[src/rtl/noc_pkt_pkg.sv]
// Shared mesh packet definitions: type codes, header field offsets and the
// response-side depacketizer state encoding.
package noc_pkt_pkg;

  localparam logic [7:0] PKT_AW = 8'h01;
  localparam logic [7:0] PKT_B  = 8'h02;
  localparam logic [7:0] PKT_W  = 8'h03;
  localparam logic [7:0] PKT_R  = 8'h04;
  localparam logic [7:0] PKT_AR = 8'h05;

  // Header layout, LSB first: type[7:0], dst_x, dst_y, src_x, src_y
  function automatic int hdr_dst_x_off();
    return 8;
  endfunction

  function automatic int hdr_dst_y_off(input int xw);
    return 8 + xw;
  endfunction

  function automatic int hdr_src_x_off(input int xw, input int yw);
    return 8 + xw + yw;
  endfunction

  function automatic int hdr_src_y_off(input int xw, input int yw);
    return 8 + 2 * xw + yw;
  endfunction

  typedef enum logic [1:0] {
    HDR   = 2'd0,
    B_PAY = 2'd1,
    R_PAY = 2'd2,
    DROP  = 2'd3
  } resp_state_t;

endpackage

[src/rtl/axi_out_reg.sv]
// One-entry valid/ready output register; a new word may be loaded in the
// same cycle the current one drains.
module axi_out_reg #(
  parameter int W = 8
) (
  input  logic         clk,
  input  logic         rst,
  input  logic         load,
  input  logic [W-1:0] load_data,
  output logic         can_load,
  output logic         out_vld,
  input  logic         out_rdy,
  output logic [W-1:0] out_data
);

  logic         vld_p1;
  logic [W-1:0] data_p1;

  assign can_load = !vld_p1 || out_rdy;
  assign out_vld  = vld_p1;
  assign out_data = data_p1;

  // Stage p1: registered output beat
  always_ff @(posedge clk) begin
    if (rst) begin
      vld_p1  <= 1'b0;
      data_p1 <= '0;
    end else if (load) begin
      vld_p1  <= 1'b1;
      data_p1 <= load_data;
    end else if (out_rdy) begin
      vld_p1  <= 1'b0;
    end
  end

endmodule

[src/rtl/axis2axi_resp_depacketizer.sv]
// Rebuilds AXI B/R beats from response packets on the router HOME_RESP port;
// misrouted or malformed packets are drained and counted.
module axis2axi_resp_depacketizer
  import noc_pkt_pkg::*;
#(
  parameter int DATA_WIDTH         = 8,
  parameter int ID_W_WIDTH         = 5,
  parameter int ID_R_WIDTH         = 5,
  parameter int AXIS_CHANNEL_WIDTH = 40,
  parameter int MAX_ROUTERS_X      = 4,
  parameter int MAX_ROUTERS_Y      = 4,
  parameter int ROUTER_X           = 0,
  parameter int ROUTER_Y           = 0
) (
  input  logic                          clk_i,
  input  logic                          rst_i,
  input  logic                          s_axis_tvalid_i,
  output logic                          s_axis_tready_o,
  input  logic [AXIS_CHANNEL_WIDTH-1:0] s_axis_tdata_i,
  input  logic                          s_axis_tlast_i,
  output logic                          m_bvalid_o,
  input  logic                          m_bready_i,
  output logic [ID_W_WIDTH-1:0]         m_bid_o,
  output logic [1:0]                    m_bresp_o,
  output logic                          m_rvalid_o,
  input  logic                          m_rready_i,
  output logic [ID_R_WIDTH-1:0]         m_rid_o,
  output logic [DATA_WIDTH-1:0]         m_rdata_o,
  output logic [1:0]                    m_rresp_o,
  output logic                          m_rlast_o,
  output logic [7:0]                    err_cnt_o
);

  localparam int XW     = (MAX_ROUTERS_X > 1) ? $clog2(MAX_ROUTERS_X) : 1;
  localparam int YW     = (MAX_ROUTERS_Y > 1) ? $clog2(MAX_ROUTERS_Y) : 1;
  localparam int DX_OFF = hdr_dst_x_off();
  localparam int DY_OFF = hdr_dst_y_off(XW);
  localparam int RW     = 1 + ID_R_WIDTH + DATA_WIDTH;
  localparam logic [XW-1:0] MY_X = ROUTER_X[XW-1:0];
  localparam logic [YW-1:0] MY_Y = ROUTER_Y[YW-1:0];

  function automatic logic [7:0] sat_inc(input logic [7:0] v);
    return (v == 8'hFF) ? v : v + 8'd1;
  endfunction

  resp_state_t state, state_nxt;
  logic        tready, b_load, r_load, err_inc;
  logic        b_can_load, r_can_load, dst_ok;
  logic [7:0]  pkt_type;
  logic [RW-1:0] r_word;
  logic        unused_tdata;

  assign pkt_type = s_axis_tdata_i[7:0];
  assign dst_ok   = (s_axis_tdata_i[DX_OFF +: XW] == MY_X) &&
                    (s_axis_tdata_i[DY_OFF +: YW] == MY_Y);
  assign unused_tdata    = ^s_axis_tdata_i;
  assign s_axis_tready_o = tready;
  assign m_bresp_o = 2'b00;
  assign m_rresp_o = 2'b00;

  always_ff @(posedge clk_i) begin
    if (rst_i) begin
      state     <= HDR;
      err_cnt_o <= 8'h00;
    end else begin
      state <= state_nxt;
      if (err_inc) err_cnt_o <= sat_inc(err_cnt_o);
    end
  end

  always_comb begin
    state_nxt = state;
    tready    = 1'b0;
    b_load    = 1'b0;
    r_load    = 1'b0;
    err_inc   = 1'b0;
    case (state)
      HDR: begin
        tready = 1'b1;
        if (s_axis_tvalid_i) begin
          if (s_axis_tlast_i) begin
            err_inc = 1'b1;
          end else if (pkt_type == PKT_B && dst_ok) begin
            state_nxt = B_PAY;
          end else if (pkt_type == PKT_R && dst_ok) begin
            state_nxt = R_PAY;
          end else begin
            state_nxt = DROP;
            err_inc   = 1'b1;
          end
        end
      end
      B_PAY: begin
        tready = b_can_load;
        if (s_axis_tvalid_i && tready) begin
          b_load = 1'b1;
          if (s_axis_tlast_i) begin
            state_nxt = HDR;
          end else begin
            // B is still issued; the surplus flits are drained and counted
            state_nxt = DROP;
            err_inc   = 1'b1;
          end
        end
      end
      R_PAY: begin
        tready = r_can_load;
        if (s_axis_tvalid_i && tready) begin
          r_load = 1'b1;
          if (s_axis_tlast_i) state_nxt = HDR;
        end
      end
      default: begin
        tready = 1'b1;
        if (s_axis_tvalid_i && s_axis_tlast_i) state_nxt = HDR;
      end
    endcase
  end

  axi_out_reg #(.W(ID_W_WIDTH)) u_b_reg (
    .clk       (clk_i),
    .rst       (rst_i),
    .load      (b_load),
    .load_data (s_axis_tdata_i[ID_W_WIDTH-1:0]),
    .can_load  (b_can_load),
    .out_vld   (m_bvalid_o),
    .out_rdy   (m_bready_i),
    .out_data  (m_bid_o)
  );

  axi_out_reg #(.W(RW)) u_r_reg (
    .clk       (clk_i),
    .rst       (rst_i),
    .load      (r_load),
    .load_data ({s_axis_tlast_i, s_axis_tdata_i[DATA_WIDTH+ID_R_WIDTH-1:0]}),
    .can_load  (r_can_load),
    .out_vld   (m_rvalid_o),
    .out_rdy   (m_rready_i),
    .out_data  (r_word)
  );

  assign m_rlast_o = r_word[RW-1];
  assign m_rid_o   = r_word[DATA_WIDTH +: ID_R_WIDTH];
  assign m_rdata_o = r_word[DATA_WIDTH-1:0];

endmodule

[config.mk]
export PLATFORM = sky130hd
export DESIGN_NAME = axis2axi_resp_depacketizer
export DESIGN_NICKNAME = d
export VERILOG_FILES = /design/src/rtl/noc_pkt_pkg.sv /design/src/rtl/axi_out_reg.sv /design/src/rtl/axis2axi_resp_depacketizer.sv
export SDC_FILE = /design/constraint.sdc
export NUM_CORES = 1
export LEC_CHECK = 0
export CAP_MARGIN = 40
export CELL_PAD_IN_SITES_DETAIL_PLACEMENT = 1
export CELL_PAD_IN_SITES_GLOBAL_PLACEMENT = 1
export CORE_ASPECT_RATIO = 0.5
export CORE_UTILIZATION = 29
export CTS_BUF_LIST = sky130_fd_sc_hd__clkbuf_2
export CTS_CLUSTER_DIAMETER = 150
export DETAILED_ROUTE_END_ITERATION = 16
export HOLD_SLACK_MARGIN = 0.1
export PLACE_DENSITY_LB_ADDON = 0.1
export SETUP_SLACK_MARGIN = 0.3
export SYNTH_ARGS = -nofsm -noshare
export SYNTH_HDL_FRONTEND = slang
export SYNTH_HIERARCHICAL = 1
export SYNTH_SLANG_ARGS = --single-unit
export TNS_END_PERCENT = 50
[constraint.sdc]
create_clock -name clk_i -period 2 [get_ports clk_i]
set_clock_uncertainty 0.15 [all_clocks]
set_input_delay 0.4 -clock clk_i [delete_from_list [all_inputs] [get_ports clk_i]]
set_output_delay 0.4 -clock clk_i [all_outputs]
set_load 0.005 [all_outputs]
# [Yosys cells after proc, flatten, opt, wreduce, memory -nomap -nowiden]
# Index checks and enable logic that the tools add are counted.
[classes] reduce_logical=18 n_mux=26 addsub=1 eq_ne=10 n_bitwise=1
[op_table] op="$mux 2" n=8
[op_table] op="$mux 1" n=15
[op_table] op="$ne 2x2->1 const B" n=5
[op_table] op="$add 8x1->8 const B" n=1
[op_table] op="$eq 8x2->1 const B" n=1
[op_table] op="$eq 8x3->1 const B" n=1
[op_table] op="$eq 8x8->1 const B" n=1
[op_table] op="$logic_and 1x1->1" n=6
[op_table] op="$logic_not 2->1" n=3
[op_table] op="$pmux 2 s3" n=1
[op_table] op="$reduce_and 6->1" n=1
[op_table] op="$pmux 1 s2" n=2
[op_table] op="$reduce_bool 2->1" n=2
[op_table] op="$reduce_bool 4->1" n=1
[op_table] op="$eq 2x1->1 const B" n=1
[op_table] op="$eq 2x2->1 const B" n=1
[op_table] op="$logic_not 1->1" n=2
[op_table] op="$logic_or 1x1->1" n=2
[op_table] op="$reduce_and 2->1" n=1
[op_table] op="$not 1->1" n=1
[word_totals] out_inout_bits=34 register_bits=31 word_cells=62

# [Logic depth before layout (Yosys ltp)]
# Gate-level depths: netlist (run 1).
[logic_depth] depth_word=9 depth_mapped=7

# [Modules after synthesis]
# Netlist (run 1), hierarchy kept.
[modules_own_cells] mod="axis2axi_resp_depacketizer" n_inst=1 cells_each=87 seq_area_each_um2=200.2 area_each_um2=780.7
[modules_own_cells] mod="axi_out_reg (u_r_reg)" n_inst=1 cells_each=49 seq_area_each_um2=300.3 area_each_um2=544.3
[modules_own_cells] mod="axi_out_reg (u_b_reg)" n_inst=1 cells_each=20 seq_area_each_um2=120.1 area_each_um2=215.2

# [Worst setup path after synthesis (run 1)]
# No wires, ideal clock.
[synth_path] path_kind="input to register" startpoint="input s_axis_tdata_i[0]" endpoint="register err_cnt_o[4]" path_slack_ns=0.266 stages=5 setup_ns=0.123 arrival_time_ns=1.461 path_cell_list="nor4_2 > and4_4 > o21bai_4 > nand4_1 > mux2_1"
[synth_between] elab_chain_cells=8
[synth_lines] element="from (decl)" line="axis2axi_resp_depacketizer.sv:19" source="input logic [AXIS_CHANNEL_WIDTH-1:0] s_axis_tdata_i,"
[synth_lines] element="$eq 8x3->1" line="axis2axi_resp_depacketizer.sv:85" source="end else if (pkt_type == PKT_R && dst_ok) begin"
[synth_lines] element="$logic_and 1x1->1" line="axis2axi_resp_depacketizer.sv:85"
[synth_lines] element="$mux 1" line="axis2axi_resp_depacketizer.sv:85"
[synth_lines] element="$mux 1 *" line="axis2axi_resp_depacketizer.sv:83" source="end else if (pkt_type == PKT_B && dst_ok) begin"
[synth_lines] element="$mux 1 *" line="axis2axi_resp_depacketizer.sv:81" source="if (s_axis_tlast_i) begin"
[synth_lines] element="$mux 1 *" line="axis2axi_resp_depacketizer.sv:80" source="if (s_axis_tvalid_i) begin"
[synth_lines] element="$pmux 1 s2 *" line="axis2axi_resp_depacketizer.sv:77" source="case (state)"
[synth_lines] element="$reduce_and 2->1 (no line) *"
[synth_lines] element="to (signal assigned)" line="axis2axi_resp_depacketizer.sv:67" source="if (err_inc) err_cnt_o <= sat_inc(err_cnt_o);"
[synth_lines] element="to (decl)" line="axis2axi_resp_depacketizer.sv:31" source="output logic [7:0] err_cnt_o"
# Every way passes the cells marked *; elsewhere a longest branch is shown, timed or not.
# A chain may end at the register's enable or synchronous reset.

# [Worst setup path in the final report (run 1)]
[layout_path] startpoint="input m_bready_i" endpoint="output s_axis_tready_o"
[layout_between] elab_chain_cells=2
[layout_lines] element="from (decl)" line="axis2axi_resp_depacketizer.sv:22" source="input logic m_bready_i,"
[layout_lines] element="$logic_or 1x1->1" line="axi_out_reg.sv:19" source="assign can_load = !vld_p1 || out_rdy;"
[layout_lines] element="named net b_can_load" line="axis2axi_resp_depacketizer.sv:48" source="logic b_can_load, r_can_load, dst_ok;"
[layout_lines] element="$pmux 1 s2" line="axis2axi_resp_depacketizer.sv:77"
[layout_lines] element="to (decl)" line="axis2axi_resp_depacketizer.sv:18" source="output logic s_axis_tready_o,"
# The timed path passes the listed nets, and every way through them passes these cells.

==> metrics, run 1 <==
status=completed; CTS H-tree lvls=2; port bufs=48; Vias per Instance=4.596; Fin Hold WS=0.1747 ns; WL final=4.053 mm; Worst path slowest cell=clkdlybuf4s50_1; fmax=0.5274 GHz; RePlAce Congestion=0.7431; Crit Path Category=primary input to primary output; unrepaired setup endpoints after global routing=true; fin cells=302; 1st-iter DRT viols=9; fin crit share=94.80%; power density over the cells=635.7 nW/um2; CTS root buffer=clkbuf_2; final slew viol count=0; Critical Path RT=1.45 ns; first-pass GRT wire length=6.458 mm; Post-Synth Simple-Gate Area=20.80%; Cell variety after synth=41; synth warn=6; Num CTS Buffers=5; final worst slack=0.1041 ns; largest net degree at the start of global routing=19; max-capacitance violation count=0; clock slew at reported path FFs=0.20 ns; total congestion overflow=0; IO Count=80; initial antenna violation count=0; CTS max path bufs=2; average size of a mapped cell=9.873 um2; Critical Path End Type=primary output; DR WL/cell=13.42 um; Final Hold Violating Endpoints=0; antenna cell count=0; core area=5022 um2; CTS Hold Bufs=0; post-synthesis sequential area ratio=40.29%; post-synthesis compound-gate area fraction=13.57%; CP Cell Sequence=clkdlybuf4s50_1, nand2b_1, a22oi_2, nand2_1, buf_2; CP max stage delay=0.39 ns; Initial Utilization=30.67%; cell count after synthesis=156; mux contribution to synthesized area=13.73%; Final Net Count=281; Post-Place Setup Slack=-0.3180 ns; die height=53.53 um; TritonCTS Sinks=31; GRT Total Usage=15.40%; hold crit path type=primary input to flop; main combinational cell family by area after synthesis=simple AND/OR/NAND/NOR gates; Pre-Repair DR Iteration Count=4; Post-Synth XOR/XNOR Area=1.137%; DRC Markers=0; vias in the first global route=1418; worst-path maximum fanout=5; placed insts=286; setup slack, reg-to-reg=0.11 ns; Leakage Power=1.202 nW; HPWL Detailed=2.872 mm; Die Width=105.1 um; Area growth, synth to finish=61.09%; Mapped Area=1540 um2; Die ar.=5624 um2; Seq cells post-synth=31; Critical Path AT=1.35 ns; layout cells sized above 1=40.52%; largest area contributor in the netlist=dfxtp_1; CP startpoint kind=primary input; area share of the largest cell type after synthesis=40.29%; Max VDD drop=269.5 uV; endpoints failing setup=0; Post-Synth Adder-Cell Area=3.249%; Final min period=1.896 ns; Synth area leaders=dfxtp_1, mux2i_1, nor2_1; clk_lat worst skew=0.40 ns; # rows=18; via count=1388; CTS tree=done; DRT antenna net count=0
==> final timing paths <==
| check | start | to | cells after the start |
|---|---|---|---|
| min | s_axis_tdata_i[7] | u_r_reg/out_data[7] | 3 |
| min reg2reg | u_b_reg/out_data[3] | u_b_reg/out_data[3] | 2 |
| max reg2reg | state[0] | err_cnt_o[4] | 7 |
| max | m_bready_i | s_axis_tready_o | 5 |
==> through the flow <==
step	cell area, um2	util (%)	power (W)	TNS [ns]
after floorplan	1560	-	0.0008991	0
after CTS	2380	47.38	0.001593	0
after global placement	2207	43.95	0.001085	-2.352
after detailed placement	2207	43.95	0.001092	-2.747
after global routing	2481	49.40	0.001686	-0.01296
final	2481	49.40	0.001577	0
==> cell families (layout without fill, tap and decap cells) <==
logic type	Yosys count	after routing
multiplexers	21	21
AO/OA/AOI/OAI	23	23
other	1	4
adder cells (fa/ha/maj)	4	4
AND/OR/NAND/NOR	58	58
flip-flops	31	31
XOR/XNOR	2	2
buffers and inverters	16	89
==> state kept, by name, summed over array words and instances, names as in the netlist <==
| name | count |
|---|---|
| u_b_reg/out_data | 5 |
| u_b_reg/out_vld | 1 |
| err_cnt_o | 8 |
| u_r_reg/out_data | 14 |
| state | 2 |
| u_r_reg/out_vld | 1 |
==> metal layers <==
metal / up-vias / GRT usage, % / routed length, um
li1: 684 / - / -
met1: 658 / 17.20 / 1844
met2: 36 / 28.59 / 1923
met3: 10 / 4.479 / 208
met4: 0 / 6.808 / 77
met5: - / 0 / 0
==> cell usage in the layout, fill, tap and decap left out, drive strengths merged, types with 2 or more instances in the layout <==
master and instances:
buf 27, dlymetal6s2s 15, and3 3, nor4 2, o31ai 2, nand4 3, dfxtp 31, nand2b 6
dlygate4sd2 18, clkdlybuf4s50 14, a21oi 7, nand3 6, ha 4, nor2 26, conb 4, mux2i 20
clkinv 2, clkbuf 5, nand2 6, o21ai 3, inv 7, a311oi 4, nor3 2
==> worst max-delay path, delay by kind of cell <==
family          cells  cell delay [ns]
simple gates        2             0.26
buf+inv             2             0.51
compound gates      1             0.17
==> cell type report <==
class,instances,area (um2)
inverter,7,28.78
tap,70,87.58
fill,580,2541
sequential,31,669.4
clock inverter,3,43.79
clock buffer,5,25.02
timing repair buffer,74,714.4
multi-input combinational,112,912.1
==> repair_timing <==
action,CTS,global route
buffers inserted,8,0
pin swaps,4,13
cloned,0,0
gates resized for setup,54,37
endpoints found under the setup margin,40,22
==> report_power, final <==
group / internal (W) / switching [W]
Sequential: 0.000661 / 0.0000266
Combinational: 0.000229 / 0.000191
Clock: 0.000212 / 0.000258
==> Yosys cell counts, drive strengths merged <==
library cell and instances:
nand4 3, a41oi 1, nand2 6, a311oi 4, nor3 2, and4 1, or2 1, xnor2 1
conb 1, a221oi 1, mux2 1, nor2 26, a21boi 1, nand2b 6, xor2 1, buf 8
a21o 1, mux2i 20, a211oi 1, a22oi 1, nand3 6, nor2b 1, o21bai 1, ha 4
clkbuf 1, and3 3, o21ai 3, dfxtp 31, a21oi 7, inv 7, and4b 1, o31ai 2
nor4 2
No activity file was read; power rests on OpenSTA's default activity.
==> run 2: changes to the inputs <==
--- a/config.mk
+++ b/config.mk
@@ -13,9 +13,8 @@
 export CTS_BUF_LIST = sky130_fd_sc_hd__clkbuf_2
 export CTS_CLUSTER_DIAMETER = 150
 export DETAILED_ROUTE_END_ITERATION = 16
-export HOLD_SLACK_MARGIN = 0.1
+export HOLD_SLACK_MARGIN = 0.03
 export PLACE_DENSITY_LB_ADDON = 0.1
-export SETUP_SLACK_MARGIN = 0.3
 export SYNTH_ARGS = -nofsm -noshare
 export SYNTH_HDL_FRONTEND = slang
 export SYNTH_HIERARCHICAL = 1
==> run 2 against run 1 <==
Combinational power is 5.0% lower. Critical path type is now primary input to flop. Routed wire length down 6.1%. Flip-flop and latch count stayed put. Global-route usage is 0.36 points lower. Clock power fell by 4.7%. Core utilization shrank 3.5 points. Maximum frequency decreased by 2.3%. Die area unchanged. Non-clock buffer count fell by 7. Setup slack got worse by 0.044 ns.
==> metrics, run 2 (synthesis gave the netlist of run 1 again) <==
worst-path maximum fanout=4; CTS root buffer=clkbuf_2; RR Endpoint=err_cnt_o[4]; DRT antenna net count=0; GRT Total Usage=15.04%; layout cells sized above 1=23.56%; fin cells=295; endpoints failing setup=0; final slew viol count=0; 1st-iter DRT viols=9; placed insts=286; CP startpoint kind=primary input; setup slack, reg-to-reg=0.16 ns; WL final=3.804 mm; total congestion overflow=0; Num CTS Buffers=5; Die ar.=5624 um2; via count=1341; Layout Utilization=45.91%; HPWL Detailed=2.825 mm; Final Hold Violating Endpoints=0; largest net degree at the start of global routing=21; # rows=18; Pre-Repair DR Iteration Count=3; DR WL/cell=12.89 um; clock slew at reported path FFs=0.19 ns; Die Width=105.1 um; most frequent cells in the layout=clkdlybuf4s50_1, nor2_1, dfxtp_1; core area=5022 um2; DRC Markers=0; WHS Path Cells=2; reg2reg path depth=7; CTS max path bufs=2; Max VDD drop=270.8 uV; commonest non-fill, non-tap cell in the layout=clkdlybuf4s50_1; Critical Path AT=2.09 ns; Critical Path End Type=flop; hold path startpoint=u_r_reg/out_data[2]; Vias per Instance=4.546; hold crit path type=flop to flop; Largest register FFs=14; RePlAce Congestion=0.7501; fin crit share=96.98%; clk_lat worst skew=0.37 ns; Area growth, synth to finish=49.72%; hold endpoint=u_r_reg/out_data[2]; Total Power=0.001538 W; Crit Path Category=primary input to flop; TritonCTS Sinks=31; Initial Utilization=30.67%; CTS tree=done; antenna cell count=0; worst r2r src=state[1]; initial antenna violation count=0; die height=53.53 um; Final min period=1.940 ns; Final Net Count=274; vias in the first global route=1344; unrepaired setup endpoints after global routing=false; Critical Path RT=2.15 ns; Leakage Power=0.8242 nW; first-pass GRT wire length=6.341 mm; max-capacitance violation count=0; IO Count=80; port bufs=48; power density over the cells=666.8 nW/um2; status=completed; CTS H-tree lvls=2; fmax=0.5156 GHz
-- run 2: cell count changes in the layout (fill, tap and decap cells not counted), sizes merged --
cell	before	now
buf	27	19
dlymetal6s2s	15	0
clkbuf	5	6
dlygate4sd2	18	0
clkdlybuf4s50	14	47
-- run 2: stage by stage --
step                        TNS, ns  cell area [um2]  setup WS, ns  hold WS [ns]
final                             0             2306       0.06033        0.3708
after detailed placement     -2.904             2198       -0.3565        0.3345
after global routing              0             2306       0.01089        0.4045
after global placement       -2.764             2198       -0.3324        0.3248
after floorplan                   0             1551        0.2662        0.3191
after CTS                 -0.004344             2310     -0.004344        0.3758
-- run 2: worst max-delay path by stage --
stage	slack, ns	depth (start not counted)	startpoint	to
3_3_place_gp	-0.33	6	s_axis_tdata_i[0]	err_cnt_o[4]
3_5_place_dp	-0.36	7	s_axis_tdata_i[0]	err_cnt_o[5]
2_1_floorplan	0.27	5	s_axis_tdata_i[0]	err_cnt_o[4]
4_1_cts	-0.004	5	state[1]	s_axis_tready_o
5_1_grt	0.01	7	s_axis_tdata_i[0]	err_cnt_o[5]
6_report	0.06	7	s_axis_tdata_i[0]	err_cnt_o[5]
-- run 2: report_power, final --
part | leakage (nW) | switching (W) | total (W) | internal (W)
logic | 0.527 | 0.000170 | 0.000399 | 0.000228
clock network | 0.0429 | 0.000236 | 0.000448 | 0.000212
registers | 0.254 | 0.0000324 | 0.000691 | 0.000659
total | 0.824 | 0.000438 | 0.00154 | 0.00110
-- run 2: repair_timing --
| item | CTS | global route |
|---|---|---|
| resized for setup | 14 | 2 |
| hold buffers | 0 | 0 |
| pin swaps | 2 | 3 |
| setup endpoints to repair | 3 | 4 |
| setup buffers | 1 | 0 |
-- run 2: cell type report --
class                           count  area [um2]
Inverter                            7       26.28
Multi-Input combinational cell    112       850.8
Clock inverter                      3       43.79
Clock buffer                        5       25.02
Sequential cell                    31       629.4
Timing Repair Buffer               67       643.1
Tap cell                           70       87.58
Fill cell                         599        2716
-- run 2: routing by layer --
metal / global-route usage [%] / wire, um
met2: 26.38 / 1825
met4: 4.930 / 19
met5: 0 / 0
met1: 18.01 / 1785
met3: 4.964 / 174
-- run 2: critical path, cell delays in order --
cell and delay (ns):
clkdlybuf4s50_1 0.45, nor4_2 0.38, and4_4 0.32, buf_4 0.14, o31ai_4 0.09, a21o_1 0.18
a21oi_1 0.12
==> run 3: changes to the inputs <==
--- a/config.mk
+++ b/config.mk
@@ -13,6 +13,7 @@
 export CTS_BUF_LIST = sky130_fd_sc_hd__clkbuf_2
 export CTS_CLUSTER_DIAMETER = 150
 export DETAILED_ROUTE_END_ITERATION = 16
+export GPL_TIMING_DRIVEN = 0
 export HOLD_SLACK_MARGIN = 0.03
 export PLACE_DENSITY_LB_ADDON = 0.1
 export SYNTH_ARGS = -nofsm -noshare
==> run 3 against run 2 <==
Setup slack worse by 0.029 ns. Power fell by 9.2%. Routed wire length increased by 0.55%.
==> metrics, run 3 (synthesis gave the netlist of run 1 again) <==
Crit Path Category=primary input to flop; Setup TNS=0 ns; Die Width=105.1 um; Final Hold Violating Endpoints=0; CTS tree=done; Max VDD drop=229.3 uV; TritonCTS Sinks=31; Largest register FFs=14; unrepaired setup endpoints after global routing=true; CP Buf/Inv Count=1; DRT antenna net count=0; max-capacitance violation count=0; Design Area, Final=2230 um2; RePlAce Congestion=0.7411; Worst path slowest cell=clkdlybuf4s50_1; final slew viol count=0; status=completed; worst-path maximum fanout=5; hold endpoint=err_cnt_o[6]; core area=5022 um2; clock slew at reported path FFs=0.19 ns; antenna cell count=0; WHS Path Cells=2; CTS root buffer=clkbuf_2; Initial Utilization=30.67%; CTS H-tree lvls=2; via count=1312; CTS max path bufs=2; largest net degree at the start of global routing=15; Leakage Power=0.7654 nW; HPWL Detailed=2.837 mm; Fin Hold WS=0.3595 ns; vias in the first global route=1248; DRC Markers=0; fin crit share=98.42%; commonest non-fill, non-tap cell in the layout=clkdlybuf4s50_1; die height=53.53 um; hold crit path type=flop to flop; setup slack, reg-to-reg=0.18 ns; Total Power=0.001396 W; endpoints failing setup=0; Critical Path RT=2.13 ns; Num CTS Buffers=5; Die ar.=5624 um2; Critical Path AT=2.10 ns; hold path startpoint=err_cnt_o[6]; CP max stage delay=0.49 ns; DR WL/cell=13.37 um; Post-DP Area=2120 um2; GRT Total Usage=15.15%; Final min period=1.968 ns; CP Cell Sequence=clkdlybuf4s50_1, nor4_4, and4_4, o21bai_4, nand4_1, mux2_1; 1st-iter DRT viols=17; CP startpoint kind=primary input; first-pass GRT wire length=6.368 mm; port bufs=48; Pre-Repair DR Iteration Count=4; layout cells sized above 1=21.30%; Least-Margin Pin Slew=0.5242 ns; # rows=18; Final Net Count=265; total congestion overflow=0; clk_lat worst skew=0.37 ns; initial antenna violation count=0; power density over the cells=626.2 nW/um2; fmax=0.5080 GHz; IO Count=80; Vias per Instance=4.587; most frequent cells in the layout=clkdlybuf4s50_1, nor2_1, dfxtp_1; worst r2r src=state[0]; Critical Path End Type=flop; Layout Utilization=44.39%; RR Endpoint=state[1]; CTS Hold Bufs=0; reg2reg path depth=7; Area growth, synth to finish=44.76%; WL final=3.825 mm; Worst path top cell family by delay=simple AND/OR/NAND/NOR gates; Rel. slew slack=64.94%
run 3: cell count changes in the layout (fill, tap and decap cells not counted), moves of 2 or more:
| cell | before | now |
|---|---|---|
| buf_2 | 0 | 2 |
| buf_4 | 17 | 5 |
| buf_6 | 0 | 2 |
| clkinvlp_4 | 0 | 2 |
run 3: area by class of cell:
| cell class | instances | area [um2] |
|---|---|---|
| plain buffers | 9 | 82.58 |
| clock inverters | 3 | 20.02 |
| clock buffers | 5 | 25.02 |
| repair buffers | 49 | 483.0 |
| multi-input cells | 112 | 872.1 |
| well taps | 70 | 87.58 |
| inverters | 7 | 26.28 |
| flip-flops and latches | 31 | 633.1 |
| fillers | 594 | 2793 |
run 3: worst max path at each step:
stage | end | from | cells past startpoint | slack [ns]
after floorplan | err_cnt_o[4] | s_axis_tdata_i[0] | 5 | 0.27
after global placement | err_cnt_o[4] | s_axis_tdata_i[0] | 6 | -0.41
after detailed placement | err_cnt_o[4] | s_axis_tdata_i[0] | 6 | -0.45
after CTS | err_cnt_o[3] | err_cnt_o[3] | 1 | 0.02
after global routing | err_cnt_o[4] | s_axis_tdata_i[8] | 6 | -0.007
final | err_cnt_o[4] | s_axis_tdata_i[0] | 6 | 0.03
run 3: repair_timing:
action / 4_1_cts / 5_1_grt
hold endpoints to repair: 0 / 0
buffers inserted: 0 / 1
endpoints found under the setup margin: 3 / 6
pin swaps: 3 / 4
gates resized for setup: 18 / 6
run 3: metrics by stage:
stage,std cells,setup slack (ns)
4_1_cts,285,0.01900
5_1_grt,286,-0.006840
3_5_place_dp,277,-0.4485
3_3_place_gp,277,-0.4063
2_1_floorplan,159,0.2662
6_report,286,0.03166
run 3: report_power, final:
part           internal [W]  switching (W)  total [W]
registers          0.000659      0.0000314   0.000691
logic              0.000210       0.000171   0.000381
clock network     0.0000830       0.000241   0.000324
total              0.000953       0.000444    0.00140
run 3: worst reg2reg max path, cell delays in order (launching register included):
cell and delay (ns):
dfxtp_4 0.41, inv_2 0.05, ha_1 0.26, nand2_1 0.09
nand3_1 0.09, a211oi_2 0.34, nor2_1 0.09, a311oi_1 0.26
run 3: routing by layer:
| layer | track usage, % | vias up | part of all wire, % |
|---|---|---|---|
| li1 | - | 659 | - |
| met1 | 19.17 | 618 | 48 |
| met2 | 25.50 | 33 | 47 |
| met3 | 4.843 | 2 | 4.2 |
| met4 | 4.225 | 0 | 0.37 |
| met5 | 0 | - | 0 |
